--- config.mk ---
export PLATFORM = sky130hd
export DESIGN_NAME = regex_imem_arbiter
export DESIGN_NICKNAME = d
export VERILOG_FILES = /design/src/rtl/regex_imem_arbiter.sv
export SDC_FILE = /design/constraint.sdc
export NUM_CORES = 1
export LEC_CHECK = 0
export ABC_AREA = 1
export BUFFER_PORTS_ARGS = -buffer_cell sky130_fd_sc_hd__clkbuf_2
export CORE_MARGIN = 2
export CORE_UTILIZATION = 48
export CTS_CLUSTER_SIZE = 20
export DETAILED_ROUTE_END_ITERATION = 6
export PLACE_DENSITY = 0.89
export SLEW_MARGIN = 0
export SYNTH_ARGS = -nofsm -noshare
export SYNTH_HDL_FRONTEND = slang
export SYNTH_SLANG_ARGS = --single-unit
export TNS_END_PERCENT = 5
--- constraint.sdc ---
create_clock -name clk -period 5.2 [get_ports clk]
set_clock_uncertainty 0.15 [all_clocks]
set_input_delay 0.52 -clock clk [delete_from_list [all_inputs] [get_ports clk]]
set_output_delay 0.52 -clock clk [all_outputs]
set_load 0.1 [all_outputs]
--- src/rtl/regex_imem_arbiter.sv ---
// ---------------------------------------------------------------------------
// regex_imem_arbiter
//
// Lets N_CPU regex CPU cores share one single-port instruction BRAM with a
// one-cycle read latency. The program loader has priority write access.
// Cores are served round-robin, one access per cycle. A saturating counter
// records every cycle in which two or more requesters compete.
//
// Ports
//   clk, rst        clock, synchronous active-high reset
//   cpu_valid       per-core fetch request, held until cpu_ready
//   cpu_addr        per-core address, core i uses [i*AW +: AW]
//   cpu_ready       one-hot grant or all zero (combinational)
//   cpu_data        broadcast read data (equal to mem_rdata)
//   load_valid/addr/data, load_ready   loader write port
//   mem_en/we/addr/wdata, mem_rdata    BRAM port
//   resp_valid      cpu_data holds the response to last cycle's read grant
//   resp_id         core that owns the current response
//   contention_cnt  saturating count of cycles with >= 2 active requesters
// ---------------------------------------------------------------------------
module regex_imem_arbiter #(
    parameter int N_CPU             = 4,
    parameter int MEMORY_WIDTH      = 20,
    parameter int MEMORY_ADDR_WIDTH = 11,
    parameter int CNT_WIDTH         = 32
) (
    input  logic                               clk,
    input  logic                               rst,
    input  logic [N_CPU-1:0]                   cpu_valid,
    input  logic [N_CPU*MEMORY_ADDR_WIDTH-1:0] cpu_addr,
    output logic [N_CPU-1:0]                   cpu_ready,
    output logic [MEMORY_WIDTH-1:0]            cpu_data,
    input  logic                               load_valid,
    input  logic [MEMORY_ADDR_WIDTH-1:0]       load_addr,
    input  logic [MEMORY_WIDTH-1:0]            load_data,
    output logic                               load_ready,
    output logic                               mem_en,
    output logic                               mem_we,
    output logic [MEMORY_ADDR_WIDTH-1:0]       mem_addr,
    output logic [MEMORY_WIDTH-1:0]            mem_wdata,
    input  logic [MEMORY_WIDTH-1:0]            mem_rdata,
    output logic                               resp_valid,
    output logic [$clog2(N_CPU)-1:0]           resp_id,
    output logic [CNT_WIDTH-1:0]               contention_cnt
);

    localparam int ID_W = $clog2(N_CPU);
    localparam int AW   = MEMORY_ADDR_WIDTH;

    // Registered state
    logic [ID_W-1:0]      rr_ptr_q,     rr_ptr_d;
    logic                 resp_valid_q, resp_valid_d;
    logic [ID_W-1:0]      resp_id_q,    resp_id_d;
    logic [CNT_WIDTH-1:0] cnt_q,        cnt_d;

    // Combinational grant path
    logic                    gnt_found_s;
    logic [ID_W-1:0]         gnt_idx_s;
    logic [N_CPU-1:0]        cpu_ready_s;
    logic                    load_ready_s;
    logic                    mem_en_s;
    logic                    mem_we_s;
    logic [AW-1:0]           mem_addr_s;
    logic [MEMORY_WIDTH-1:0] mem_wdata_s;
    logic                    multi_req_s;

    // Number of set bits in a request vector.
    function automatic int unsigned count_ones(input logic [N_CPU-1:0] v);
        int unsigned n;
        n = 32'd0;
        for (int i = 0; i < N_CPU; i++) begin
            n = n + 32'(v[i]);
        end
        return n;
    endfunction

    // Round-robin search: first requesting core at or after rr_ptr, wrapping.
    always_comb begin
        int idx_v;
        gnt_found_s = 1'b0;
        gnt_idx_s   = '0;
        idx_v       = 0;
        for (int k = 0; k < N_CPU; k++) begin
            idx_v = (int'(rr_ptr_q) + k) % N_CPU;
            if (!gnt_found_s && cpu_valid[idx_v[ID_W-1:0]]) begin
                gnt_found_s = 1'b1;
                gnt_idx_s   = idx_v[ID_W-1:0];
            end else begin
                gnt_found_s = gnt_found_s;
            end
        end
    end

    // Contention detect: cores plus loader counted as requesters.
    always_comb begin
        multi_req_s = (count_ones(cpu_valid) + 32'(load_valid)) >= 32'd2;
    end

    // Access selection and next-state: loader beats cores; reset suppresses
    // every grant so nothing issued in a reset cycle reaches the BRAM.
    always_comb begin
        cpu_ready_s  = '0;
        load_ready_s = 1'b0;
        mem_en_s     = 1'b0;
        mem_we_s     = 1'b0;
        mem_addr_s   = '0;
        mem_wdata_s  = '0;
        rr_ptr_d     = rr_ptr_q;
        resp_valid_d = 1'b0;
        resp_id_d    = resp_id_q;
        if (rst) begin
            cpu_ready_s  = '0;
            load_ready_s = 1'b0;
        end else if (load_valid) begin
            load_ready_s = 1'b1;
            mem_en_s     = 1'b1;
            mem_we_s     = 1'b1;
            mem_addr_s   = load_addr;
            mem_wdata_s  = load_data;
        end else if (gnt_found_s) begin
            cpu_ready_s[gnt_idx_s] = 1'b1;
            mem_en_s               = 1'b1;
            mem_addr_s             = cpu_addr[int'(gnt_idx_s)*AW +: AW];
            resp_valid_d           = 1'b1;
            resp_id_d              = gnt_idx_s;
            // Explicit wrap keeps the pointer legal when N_CPU is not a power of two.
            if (gnt_idx_s == ID_W'(N_CPU - 1)) begin
                rr_ptr_d = '0;
            end else begin
                rr_ptr_d = gnt_idx_s + ID_W'(1);
            end
        end else begin
            rr_ptr_d = rr_ptr_q;
        end
    end

    // Saturating contention counter next value.
    always_comb begin
        if (multi_req_s && (cnt_q != {CNT_WIDTH{1'b1}})) begin
            cnt_d = cnt_q + CNT_WIDTH'(1);
        end else begin
            cnt_d = cnt_q;
        end
    end

    // State registers with synchronous reset.
    always_ff @(posedge clk) begin
        if (rst) begin
            rr_ptr_q     <= '0;
            resp_valid_q <= 1'b0;
            resp_id_q    <= '0;
            cnt_q        <= '0;
        end else begin
            rr_ptr_q     <= rr_ptr_d;
            resp_valid_q <= resp_valid_d;
            resp_id_q    <= resp_id_d;
            cnt_q        <= cnt_d;
        end
    end

    assign cpu_ready      = cpu_ready_s;
    assign load_ready     = load_ready_s;
    assign mem_en         = mem_en_s;
    assign mem_we         = mem_we_s;
    assign mem_addr       = mem_addr_s;
    assign mem_wdata      = mem_wdata_s;
    assign cpu_data       = mem_rdata;
    // A response still in flight when reset arrives is dropped immediately.
    assign resp_valid     = resp_valid_q & ~rst;
    assign resp_id        = resp_id_q;
    assign contention_cnt = cnt_q;

endmodule

# Word level (Yosys, flattened, before mapping)
# Index checks and enable logic that the tools add are counted.
dict set report totals {
  elab_cells 69
  inputBits 102
  register_bits 37
}
dict set report classes {
  n_lt_le_gt_ge 7
  n_addsub 9
  mul 1
  eq_ne 2
  bitwise_logic 3
  mux 32
  n_shift 1
  n_reduce_logical 10
}
# operator count
set op_table {}
lappend op_table {{$shiftx A44 B7 Y11} 1}
lappend op_table {{$mux W20} 2}
lappend op_table {{$mux W11} 3}
lappend op_table {{$add A32 B1 Y32 const B} 1}
lappend op_table {{$ne A32 B32 Y1 const B} 1}
lappend op_table {{$lt A2 B3 Y1 const B} 5}
lappend op_table {{$mux W1} 14}
lappend op_table {{$mux W4} 3}
lappend op_table {{$mux W2} 5}
lappend op_table {{$bmux W1 S2} 4}
lappend op_table {{$mul A2 B4 Y6 const B} 1}
lappend op_table {{$add A4 B1 Y5} 1}
lappend op_table {{$ge A5 B2 Y1 const B} 1}
lappend op_table {{$logic_and A1 B1 Y1} 5}
lappend op_table {{$add A2 B1 Y2 const B} 2}
lappend op_table {{$add A2 B2 Y2 const B} 2}
lappend op_table {{$add A3 B1 Y4} 1}
lappend op_table {{$add A2 B1 Y3} 1}
lappend op_table {{$logic_not A1 Y1} 3}
lappend op_table {{$add A1 B1 Y2} 1}
lappend op_table {{$demux W1 S2} 1}
lappend op_table {{$eq A2 B2 Y1 const B} 1}
lappend op_table {{$ge A2 B1 Y1 const B} 1}
lappend op_table {{$not A1 Y1} 2}
lappend op_table {{3 further kinds} 3}

# Logic depth before layout (Yosys ltp)
dict set report depth {
  ltp_word 19
  depth_mapped 14
  mapped_depth_nobuf 13
}

# Worst setup path before layout
# No wires, ideal clock.
dict set report synth_path {
  path_kind {input -> output}
  from {input cpu_valid[0]}
  to {output cpu_ready[1]}
  required_time_ps 4530
  t_arrival_ps 2894
  n_path_buf 1
  path_stages 13
  slack_ps 1636
  cell_sequence {inv_1 -> nand2_1 -> nand3_2 -> nand2_2 -> nor2_2 -> nand3_2 -> nand2_2 -> nand2_4 -> buf_6 -> inv_1 -> ha_1 -> inv_1 -> nor2_1}
}
dict set report synth_via {
  elab_chain_len 19
  elab_cells_between_ends 30
  classes_between {2 x order compare; 21 x mux; 7 x reduce/logical}
}
# element line_no
set synth_rtl {}
lappend synth_rtl {{start: declaration} 29} ;# input logic [N_CPU-1:0] cpu_valid,
lappend synth_rtl {{$bmux W1 S2} 85} ;# if (!gnt_found_s && cpu_valid[idx_v[ID_W-1:0]]) begin
lappend synth_rtl {{$mux W1 (implied by the code)} 85}
lappend synth_rtl {{$mux W1} 85}
lappend synth_rtl {{$logic_not A1 Y1} 85}
lappend synth_rtl {{$logic_and A1 B1 Y1} 85}
lappend synth_rtl {{$mux W1} 85}
lappend synth_rtl {{$logic_not A1 Y1} 85}
lappend synth_rtl {{$logic_and A1 B1 Y1} 85}
lappend synth_rtl {{(+4 left out)} n/a}
lappend synth_rtl {{named net gnt_idx_s[0]} 58} ;# logic [ID_W-1:0] gnt_idx_s;
lappend synth_rtl {{$lt A2 B3 Y1 (implied by the code) or $ge A2 B1 Y1 (tied branches)} 121} ;# cpu_ready_s[gnt_idx_s] = 1'b1;
lappend synth_rtl {{$logic_and A1 B1 Y1 (implied by the code)} 121}
lappend synth_rtl {{$mux W1 (implied by the code)} 121}
lappend synth_rtl {{$demux W1 S2 *} 121}
lappend synth_rtl {{$mux W4 *} 120} ;# end else if (gnt_found_s) begin
lappend synth_rtl {{$mux W4 *} 114} ;# end else if (load_valid) begin
lappend synth_rtl {{$mux W4 *} 111} ;# if (rst) begin
lappend synth_rtl {{end: declaration} 31} ;# output logic [N_CPU-1:0] cpu_ready,
# The timed path passes the listed nets; every way through them passes the cells marked *. The select of a mux whose other input is x is not followed.

# Worst setup path after layout
dict set report layout_path {
  from {register rr_ptr_q[0]}
  to {output cpu_ready[1]}
}
dict set report layout_via {
  elab_chain_len 19
  elab_cells_between_ends 33
  classes_between {3 x add/sub; 2 x order compare; 21 x mux; 7 x reduce/logical}
}
# element line_no
set layout_rtl {}
lappend layout_rtl {{start: declaration} 51} ;# logic [ID_W-1:0] rr_ptr_q, rr_ptr_d;
lappend layout_rtl {{start signal: assignment} 154} ;# rr_ptr_q <= rr_ptr_d;
lappend layout_rtl {{branches (longest 11 deep; another with $add A2 B1 Y2)} n/a}
lappend layout_rtl {{$mux W2 *} 85}
lappend layout_rtl {{named net gnt_idx_s[0]} 58}
lappend layout_rtl {{$lt A2 B3 Y1 (implied by the code) or $ge A2 B1 Y1 (tied branches)} 121}
lappend layout_rtl {{$logic_and A1 B1 Y1 (implied by the code)} 121}
lappend layout_rtl {{$mux W1 (implied by the code)} 121}
lappend layout_rtl {{$demux W1 S2 *} 121}
lappend layout_rtl {{$mux W4 *} 120}
lappend layout_rtl {{$mux W4 *} 114}
lappend layout_rtl {{$mux W4 *} 111}
# Mark *: on every way through the listed nets, which the timed path passes. The select of a mux whose other input is x is not followed.

==> metrics.cfg <==
[run_status]
status = completed

[critical_path]
cp-end-kind = primary output
critPathLaunchType = flip-flop
path_cells = inv_2 > nand2_1 > nand3_1 > nand2_1 > a21oi_1 > nand2_1 > nand2_4 > inv_1 > ha_1 > inv_1 > nor2_1 > clkbuf_2
critPathRequiredTime_ns = 4.53
worst-setup-path-type = flip-flop to primary output
critPathSlowestCell = dfxtp_1
crit_top_cell = nand2_1
cp.arrival_ns = 3.29
crit_fanout = 27
max_stage_delay_ns = 0.58

[grt]
overflow = 0
grt_max_degree = 49
grtUsageTotal_pct = 24.6
grt_pass1_wl_um = 15700
antenna_found_initial = 0
grt_pass1_vias = 3727

[clock_tree]
clk_pin_slew_ns = 0.07
cts.sinks = 37
cts_setup_buffers = 0
cts_inserted_buffers = 5
cts_root_buf = clkbuf_8
hold_buffers = 0
htreeDepth = 2
cts_resized = 0
cts_buffer_depth = 2
cts_tree = built
clkLatencyLatePin_ns = 0.29

[pwr]
swShare_pct = 62.3
pwr-share-clk_pct = 11.8
switching_power_w = 0.00116
power_density_nw_per_um2 = 462
irDropWorstVdd_mv = 0.465
internal-power_w = 0.000703
power.leakage_nw = 2.02
seqPwrFrac_pct = 17.5
comb_power_share_pct = 70.8

[sta]
fin_crit_sh_pct = 76.2
rsz0062_at_grt = no
slew_viol_final = 0
finalSetupViolCount = 0
timing.fmax_mhz = 252
slew-limit-headroom_pct = 37.5
worstMarginPinSlew_ns = 0.938
period_minus_slack_ns = 3.96
finalSetupTns_ns = 0
hold_viol = 0

[die]
die_w_um = 87.7
core_area_um2 = 6790
fp-row-count = 30
dieArea_um2 = 7690
die_y_um = 87.7
initial_core_util_pct = 49.5
ios = 195

[detailed_routing]
totalWireLength_um = 9860
postRouteAntennaNets = 0
route.detailed.drc = 0
via_per_inst = 5.23
drt_iter0_drc = 263
drt-pass1-iter-count = 5
via_count = 4123
routedWlPerCell_um = 12.5

[synthesis]
ys_seq_elements = 37
yosysWarnings = 0
netlist_area_um2 = 3360
seq_area_frac_synth_pct = 22.0
synth_area_leader_cell = dfxtp_1
ys_types = 28
avgSynthCellArea_um2 = 5.83
synth_fp_nets = 686
synth_area_leaders = dfxtp_1 22%, nand2_1 21%, nand3_1 10%
synthCells = 577
synth_top_area_share_pct = 22.0

[placed_design]
place.gp.congestion = 0.993
io_buffers = 154
dpl_cell_area_um2 = 3940
dp_hpwl_um = 7640

[final_layout]
final_cell_mix = 192 x nand2_1, 154 x clkbuf_2, 67 x nand3_1
area_delta_synth_final_pct = 20.1
postLayoutCellArea_um2 = 4040
drive_gt1_share_pct = 26.8
layout_commonest_cell = nand2_1
diodes = 0
final_nets = 801

[run]
timing.max_cap.violations = 0

[hold_path]
hold_path_class = flip-flop to flip-flop

[flip-flops by register name (all words and copies together) (netlist names)]
| name | flops |
|---|---|
| contention_cnt | 32 |
| resp_id | 2 |
| rr_ptr_q | 2 |
| resp_valid_q | 1 |
[final cells by class]
type                    count  area, um2
clock buffers               7       96.3
clock inverters             1       5.00
fillers                   653       2760
inverters                  48        180
multi-input cells         446       2130
flip-flops and latches     37        741
well taps                  96        120
repair buffers            154        771
[final timing paths]
check,startpoint,endpoint,slack (ns),cells past startpoint
worst max-delay path,rr_ptr_q[0]$_SDFFE_PP0P_,cpu_ready[1],1.24,12
worst min register to register,contention_cnt[31]$_SDFFE_PP0P_,contention_cnt[31]$_SDFFE_PP0P_,0.34,2
worst max register to register,rr_ptr_q[0]$_SDFFE_PP0P_,rr_ptr_q[1]$_SDFFE_PP0P_,2.17,12
worst min-delay path,contention_cnt[31]$_SDFFE_PP0P_,contention_cnt[31]$_SDFFE_PP0P_,0.34,2
[per-stage QoR]
step	total power, W	std cells	utilization (%)	setup slack, ns	hold WS (ns)
after floorplan	0.00158	577	-	1.64	0.378
after global placement	0.00161	781	58.0	1.76	0.326
after detailed placement	0.00164	781	58.0	1.63	0.328
after CTS	0.00186	789	59.4	1.30	0.339
after global routing	0.00199	789	59.4	1.00	0.368
final	0.00186	789	59.4	1.24	0.337
[critical path: cells and delay by family, from the launching register on]
family                   cells  cell delay, ns
adder cells (fa/ha/maj)      1            0.18
buffers and inverters        4            0.82
flip-flops                   1            0.58
AND/OR/NAND/NOR              6            1.33
AO/OA/AOI/OAI                1            0.07
[layer usage]
layer / GRT usage, % / vias up / routed length [um]
met1: 28.5 / 1847 / 3850
met4: 6.99 / 0 / 148
met2: 45.5 / 211 / 4990
met5: 0 / - / 0
met3: 5.28 / 18 / 865
li1: - / 2047 / -
[power groups by stage]
stage	clock, W	sequential [W]	combinational, W
after global placement	0	0.000329	0.00128
after floorplan	0	0.000386	0.00119
final	0.000219	0.000326	0.00132
after global routing	0.000238	0.000328	0.00142
after CTS	0.000226	0.000325	0.00131
after detailed placement	0	0.000331	0.00131
[logic make-up (layout without fill, tap and decap cells)]
kind of cell	after synthesis	after routing	synth area share, %
buf+inv	94	210	14.7
compound gates	47	47	7.07
simple gates	370	370	47.6
fa+ha+maj	7	7	2.83
flops	37	37	22.0
xor+xnor	22	22	5.73
[synth_stat cells, drive strengths merged]
cell type  number
o21ai          11
dfxtp          37
nor2           66
clkbuf          8
nand2         202
nand4          11
ha              6
nand3          70
buf            38
a21oi          34
a31oi           2
xnor2           4
inv            48
nor3           16
nor4            4
xor2           18
nand3b          1
fa              1
(Power assumes the default switching activity.)
